$ cat src/rtl/arm_pkg.sv
// arm_pkg: shared ARM datapath types, register constants and the writeback stage record
package arm_pkg;

    typedef logic [31:0] word_t;
    typedef logic [3:0]  regaddr_t;

    localparam regaddr_t REG_LR = 4'd14;
    localparam regaddr_t REG_PC = 4'd15;

    typedef struct packed {
        logic     valid;
        logic     regwrite;
        logic     memtoreg;
        logic     link;
        logic     cond_ok;
        regaddr_t wa;
        word_t    aluresult;
        word_t    readdata;
        word_t    pc4;
    } wb_stage_t;

endpackage

$ cat src/rtl/writeback_stage_if.sv
// writeback_stage_if: pipeline-control, upstream instruction and register-file write bundle
interface writeback_stage_if;
    import arm_pkg::*;

    logic     stall;
    logic     flush;
    logic     in_valid;
    logic     in_regwrite;
    logic     in_memtoreg;
    logic     in_link;
    logic     in_cond_ok;
    regaddr_t in_wa;
    word_t    in_aluresult;
    word_t    in_readdata;
    word_t    in_pc4;
    logic     we3;
    regaddr_t wa3;
    word_t    wd3;
    logic     link;
    word_t    pc4;
    logic     pc_write;
    word_t    pc_wdata;

    modport master (
        output stall, flush, in_valid, in_regwrite, in_memtoreg, in_link, in_cond_ok,
               in_wa, in_aluresult, in_readdata, in_pc4,
        input  we3, wa3, wd3, link, pc4, pc_write, pc_wdata
    );

    modport slave (
        input  stall, flush, in_valid, in_regwrite, in_memtoreg, in_link, in_cond_ok,
               in_wa, in_aluresult, in_readdata, in_pc4,
        output we3, wa3, wd3, link, pc4, pc_write, pc_wdata
    );

endinterface

$ cat src/rtl/wb_perf_counter.sv
// wb_perf_counter: 32-bit wrapping count of committed instructions
module wb_perf_counter
    import arm_pkg::*;
(
    input  logic  clk,
    input  logic  reset,
    input  logic  inc,
    output word_t count
);

    word_t cnt_q;

    // count one per commit, wrapping naturally at 32 bits
    always_ff @(posedge clk)
        if (reset) cnt_q <= '0;
        else if (inc) cnt_q <= cnt_q + 32'd1;

    assign count = cnt_q;

endmodule

$ cat src/rtl/writeback_stage.sv
// writeback_stage: final pipeline register driving register-file writes, link and PC redirect.
// Defining WB_PERF_CNT_EN adds a retired-instruction counter and the retired port.
module writeback_stage
    import arm_pkg::*;
(
    input  logic clk,
    input  logic reset,
    writeback_stage_if.slave bus
`ifdef WB_PERF_CNT_EN
    ,
    output word_t retired
`endif
);

    wb_stage_t st;
    logic      commit;
    logic      link_c;
    word_t     result;

    // capture the incoming instruction; flush squashes it even when stalled
    always_ff @(posedge clk)
        if (reset) st <= '0;
        else if (bus.flush) st.valid <= 1'b0;
        else if (!bus.stall) st <= '{
            valid:     bus.in_valid,
            regwrite:  bus.in_regwrite,
            memtoreg:  bus.in_memtoreg,
            link:      bus.in_link,
            cond_ok:   bus.in_cond_ok,
            wa:        bus.in_wa,
            aluresult: bus.in_aluresult,
            readdata:  bus.in_readdata,
            pc4:       bus.in_pc4
        };

    // a stalled instruction commits later, in its first unstalled cycle
    assign commit = st.valid & st.cond_ok & ~bus.stall;
    assign link_c = commit & st.link;
    assign result = st.memtoreg ? st.readdata : st.aluresult;

    // the link write owns R14, and R15 goes through the redirect path instead
    assign bus.we3      = commit & st.regwrite & (st.wa != REG_PC) & ~(link_c & (st.wa == REG_LR));
    assign bus.wa3      = st.wa;
    assign bus.wd3      = result;
    assign bus.link     = link_c;
    assign bus.pc4      = st.pc4;
    assign bus.pc_write = commit & st.regwrite & (st.wa == REG_PC);
    assign bus.pc_wdata = result;

`ifdef WB_PERF_CNT_EN
    wb_perf_counter u_perf (
        .clk   (clk),
        .reset (reset),
        .inc   (commit),
        .count (retired)
    );
`endif

endmodule

$ cat src/flat_wrapper.sv
// flat-port wrapper written by rule: the top's interface ports become plain ports
module writeback_stage_flat import arm_pkg::*;
  (clk, reset, bus_stall, bus_flush, bus_in_valid, bus_in_regwrite, bus_in_memtoreg, bus_in_link, bus_in_cond_ok, bus_in_wa, bus_in_aluresult, bus_in_readdata, bus_in_pc4, bus_we3, bus_wa3, bus_wd3, bus_link, bus_pc4, bus_pc_write, bus_pc_wdata);
  writeback_stage_if bus_i ();
  input  logic clk;
  input  logic reset;
  input wire logic [$bits(bus_i.stall)-1:0] bus_stall;
  input wire logic [$bits(bus_i.flush)-1:0] bus_flush;
  input wire logic [$bits(bus_i.in_valid)-1:0] bus_in_valid;
  input wire logic [$bits(bus_i.in_regwrite)-1:0] bus_in_regwrite;
  input wire logic [$bits(bus_i.in_memtoreg)-1:0] bus_in_memtoreg;
  input wire logic [$bits(bus_i.in_link)-1:0] bus_in_link;
  input wire logic [$bits(bus_i.in_cond_ok)-1:0] bus_in_cond_ok;
  input wire logic [$bits(bus_i.in_wa)-1:0] bus_in_wa;
  input wire logic [$bits(bus_i.in_aluresult)-1:0] bus_in_aluresult;
  input wire logic [$bits(bus_i.in_readdata)-1:0] bus_in_readdata;
  input wire logic [$bits(bus_i.in_pc4)-1:0] bus_in_pc4;
  output wire logic [$bits(bus_i.we3)-1:0] bus_we3;
  output wire logic [$bits(bus_i.wa3)-1:0] bus_wa3;
  output wire logic [$bits(bus_i.wd3)-1:0] bus_wd3;
  output wire logic [$bits(bus_i.link)-1:0] bus_link;
  output wire logic [$bits(bus_i.pc4)-1:0] bus_pc4;
  output wire logic [$bits(bus_i.pc_write)-1:0] bus_pc_write;
  output wire logic [$bits(bus_i.pc_wdata)-1:0] bus_pc_wdata;
  assign bus_i.stall = bus_stall;
  assign bus_i.flush = bus_flush;
  assign bus_i.in_valid = bus_in_valid;
  assign bus_i.in_regwrite = bus_in_regwrite;
  assign bus_i.in_memtoreg = bus_in_memtoreg;
  assign bus_i.in_link = bus_in_link;
  assign bus_i.in_cond_ok = bus_in_cond_ok;
  assign bus_i.in_wa = bus_in_wa;
  assign bus_i.in_aluresult = bus_in_aluresult;
  assign bus_i.in_readdata = bus_in_readdata;
  assign bus_i.in_pc4 = bus_in_pc4;
  assign bus_we3 = bus_i.we3;
  assign bus_wa3 = bus_i.wa3;
  assign bus_wd3 = bus_i.wd3;
  assign bus_link = bus_i.link;
  assign bus_pc4 = bus_i.pc4;
  assign bus_pc_write = bus_i.pc_write;
  assign bus_pc_wdata = bus_i.pc_wdata;
  writeback_stage u_core (.clk(clk), .reset(reset), .bus(bus_i));
endmodule
$ cat config.mk
export PLATFORM = sky130hd
export DESIGN_NAME = writeback_stage_flat
export DESIGN_NICKNAME = d
export VERILOG_FILES = /design/src/rtl/arm_pkg.sv /design/src/rtl/writeback_stage_if.sv /design/src/rtl/wb_perf_counter.sv /design/src/rtl/writeback_stage.sv /design/src/flat_wrapper.sv
export SDC_FILE = /design/constraint.sdc
export NUM_CORES = 1
export LEC_CHECK = 0
export BUFFER_PORTS_ARGS = -buffer_cell sky130_fd_sc_hd__buf_4
export CELL_PAD_IN_SITES_DETAIL_PLACEMENT = 0
export CELL_PAD_IN_SITES_GLOBAL_PLACEMENT = 1
export CORE_ASPECT_RATIO = 1.75
export CORE_MARGIN = 2
export CORE_UTILIZATION = 35
export CTS_BUF_LIST = sky130_fd_sc_hd__clkbuf_4
export CTS_CLUSTER_SIZE = 8
export DETAILED_ROUTE_END_ITERATION = 12
export PLACE_DENSITY = 0.88
export REMOVE_ABC_BUFFERS = 1
export SYNTH_ARGS = -nofsm -noshare
export SYNTH_HDL_FRONTEND = slang
export SYNTH_SLANG_ARGS = --single-unit
$ cat constraint.sdc
create_clock -name clk -period 2.2 [get_ports clk]
set_input_delay 0.44 -clock clk [delete_from_list [all_inputs] [get_ports clk]]
set_output_delay 0.44 -clock clk [all_outputs]
set_load 0.005 [all_outputs]
==> impl_metrics.json <==
{
  "multi_input_area_sq_um": 2370,
  "pwr-share-clk_pct": 24.9,
  "route.met2.wl_um": 7470,
  "comb_power_share_pct": 18.0,
  "routed_wl_um": 13400,
  "worstSetupPathType": "flip-flop to output port",
  "fillerInstances": 1508,
  "setup_viol": 0,
  "critical_path_required_ps": 1760,
  "cts.path.max_buffers": 2,
  "die_h_um": 166,
  "min_period_ps": 2070,
  "dr.pass1.iters": 4,
  "cp-start-kind": "flip-flop",
  "ys_seq_area_share_pct": 40.0,
  "report.final.slew_viol_count": 0,
  "drtIter0Drc": 190,
  "cts_inserted_buffers": 9,
  "setup.worst_path.start": "u_core.st[102]",
  "vias": 4399,
  "cts_tree": "done",
  "hold_buffers": 0,
  "final_cell_area_sq_um": 6520,
  "ys_types": 18,
  "worst_pin_slew_ps": 483,
  "worst-path-max-fanout": 18,
  "io_buffers": 211,
  "io_pins": 212,
  "cts_setup_buffers": 0,
  "grt_max_degree": 98,
  "hpwl_um": 9580,
  "max_freq_ghz": 0.483,
  "antenna_found_initial": 2,
  "routed.top_layer": "met4",
  "seq_area_sq_um": 2100,
  "synth_area_per_cell_sq_um": 8.96,
  "ant_nets": 0,
  "synth_warnings": 0,
  "clk_pin_slew_ps": 170,
  "min_from": "bus_in_readdata[21]",
  "place_area_sq_um": 6400,
  "cp_common_cell": "buf_4",
  "syn_to_final_growth_pct": 24.0,
  "p_sw_w": 0.000968,
  "gp_congestion": 0.805,
  "seqPwrFrac_pct": 57.1,
  "power_density_nw_per_um2": 545,
  "clock_sinks": 105,
  "initial_core_util_pct": 35.6,
  "track_usage_pct": 15.7,
  "hp-class": "primary input to flip-flop",
  "grt_pass1_vias": 4196,
  "wire_per_inst_um": 15.2,
  "cts_resized": 0,
  "slew_headroom_pct": 67.8,
  "clock-root-buffer": "clkbuf_4",
  "die_w_um": 96.7,
  "critPathTopFamily": "buffers and inverters",
  "p_int_w": 0.00259,
  "synth_seq_cells": 105,
  "core_area_sq_um": 14800,
  "crit_buf_inv": 2,
  "drv_cap": 0,
  "met1_length_um": 5020,
  "met3WireLength_um": 591,
  "rsz0062_at_grt": "no",
  "layoutNonFillerInstCount": 877,
  "insertion_delay_ps": 450,
  "slowest_delay_ps": 410,
  "drc": 0,
  "htree_levels": 3,
  "place_inst": 860,
  "slowest_stage": "mux2_2",
  "core.rowCount": 59,
  "r2r_start": "u_core.st[102]",
  "peakVddDrop_uv": 228,
  "synth_cells": 587,
  "holdWs_ps": 301,
  "worstPathCellList": "buf_4 > mux2_2 > buf_4",
  "drive_gt1_share_pct": 38.6,
  "setup_tns_ps": 0,
  "period_share_pct": 94.0,
  "power_leakage_nw": 2.72,
  "grt-ovfl-total": 0,
  "worstPathArrival_ps": 1630,
  "sw_frac_of_total_pct": 27.2,
  "synth.cell_area_sq_um": 5260,
  "vias_per_cell": 5.02,
  "skew_ps": 0,
  "dieArea_sq_um": 16100,
  "fin_util_pct": 44.2,
  "status": "finished clean",
  "hold_viol": 0,
  "cp-end-kind": "output port",
  "layout.nets": 797,
  "grt_pass1_wl_um": 20800
}
==> cells by family after synthesis <==
family | share of synthesized area, %
buffers and inverters | 15.0
multiplexers | 7.04
flip-flops | 40.0
AO/OA/AOI/OAI | 20.0
AND/OR/NAND/NOR | 18.0
==> state kept, by name (all words and copies together) (netlist names) <==
signal and cells:
u_core.bus.wa3 4, u_core.bus.pc4 32, u_core.st 69
==> stage by stage <==
step | setup WS [ps] | power, W
2_1_floorplan | 346 | 0.00226
3_5_place_dp | 512 | 0.00272
6_report | 131 | 0.00356
3_3_place_gp | 585 | 0.00269
5_1_grt | 24.1 | 0.00375
4_1_cts | 60.8 | 0.00361
==> power by group through the flow <==
stage	Sequential (W)	Clock (W)	Combinational (W)
after global placement	0.00207	0	0.000627
final	0.00203	0.000886	0.000640
after global routing	0.00204	0.00100	0.000699
after CTS	0.00203	0.000930	0.000646
after floorplan	0.00207	0	0.000189
after detailed placement	0.00207	0	0.000644
==> routing by layer <==
layer  GRT usage [%]  vias to the layer above
met4            5.51                        0
met5               0                        -
met1            16.5                     2041
met3            3.37                       17
li1                -                     2225
met2            30.3                      116
==> synth_stat cells <==
cell	instances	share of area, %
dfxtp_1	105	40
a21oi_1	104	9.9
or3b_1	104	17
o21ai_0	103	9.8
buf_4	68	9.7
clkbuf_1	50	3.6
mux2_2	32	6.9
buf_2	8	0.76
buf_6	3	0.64
nor2_1	2	0.14
and4b_1	1	0.19
buf_8	1	0.29
mux2i_1	1	0.19
nand4_1	1	0.12
nand4b_1	1	0.17
nor3_1	1	0.095
o2111a_1	1	0.21
o21ai_1	1	0.095
==> tightest hold or removal path, cell delays in order <==
cell and delay (ps):
buf_4 100, or3b_1 140, a21oi_1 50
==> final cells by class <==
type	instances	share of cell area, %
repair buffers	220	26.1
flip-flops and latches	105	32.3
multi-input cells	352	36.4
clock buffers	9	1.04
diodes	2	0.0767
well taps	183	3.51
clock inverters	6	0.672
==> placed cells by master, fill, tap and decap left out, types with 2 or more instances in the layout <==
| cell | n |
|---|---|
| o21ai_0 | 103 |
| inv_6 | 2 |
| a21oi_1 | 104 |
| buf_12 | 4 |
| clkinv_4 | 2 |
| or3b_1 | 104 |
| mux2_2 | 32 |
| buf_4 | 216 |
| dfxtp_1 | 104 |
| clkbuf_4 | 9 |
| nor2_1 | 2 |
| diode_2 | 2 |
==> worst paths after layout <==
path	slack (ps)	end	cells past startpoint
setup / recovery	130	bus_wd3[6]	3
hold / removal	300	u_core.st[53]	3
setup reg to reg	1310	u_core.st[102]	3
hold reg to reg	490	u_core.st[91]	2
(Power assumes the default switching activity.)
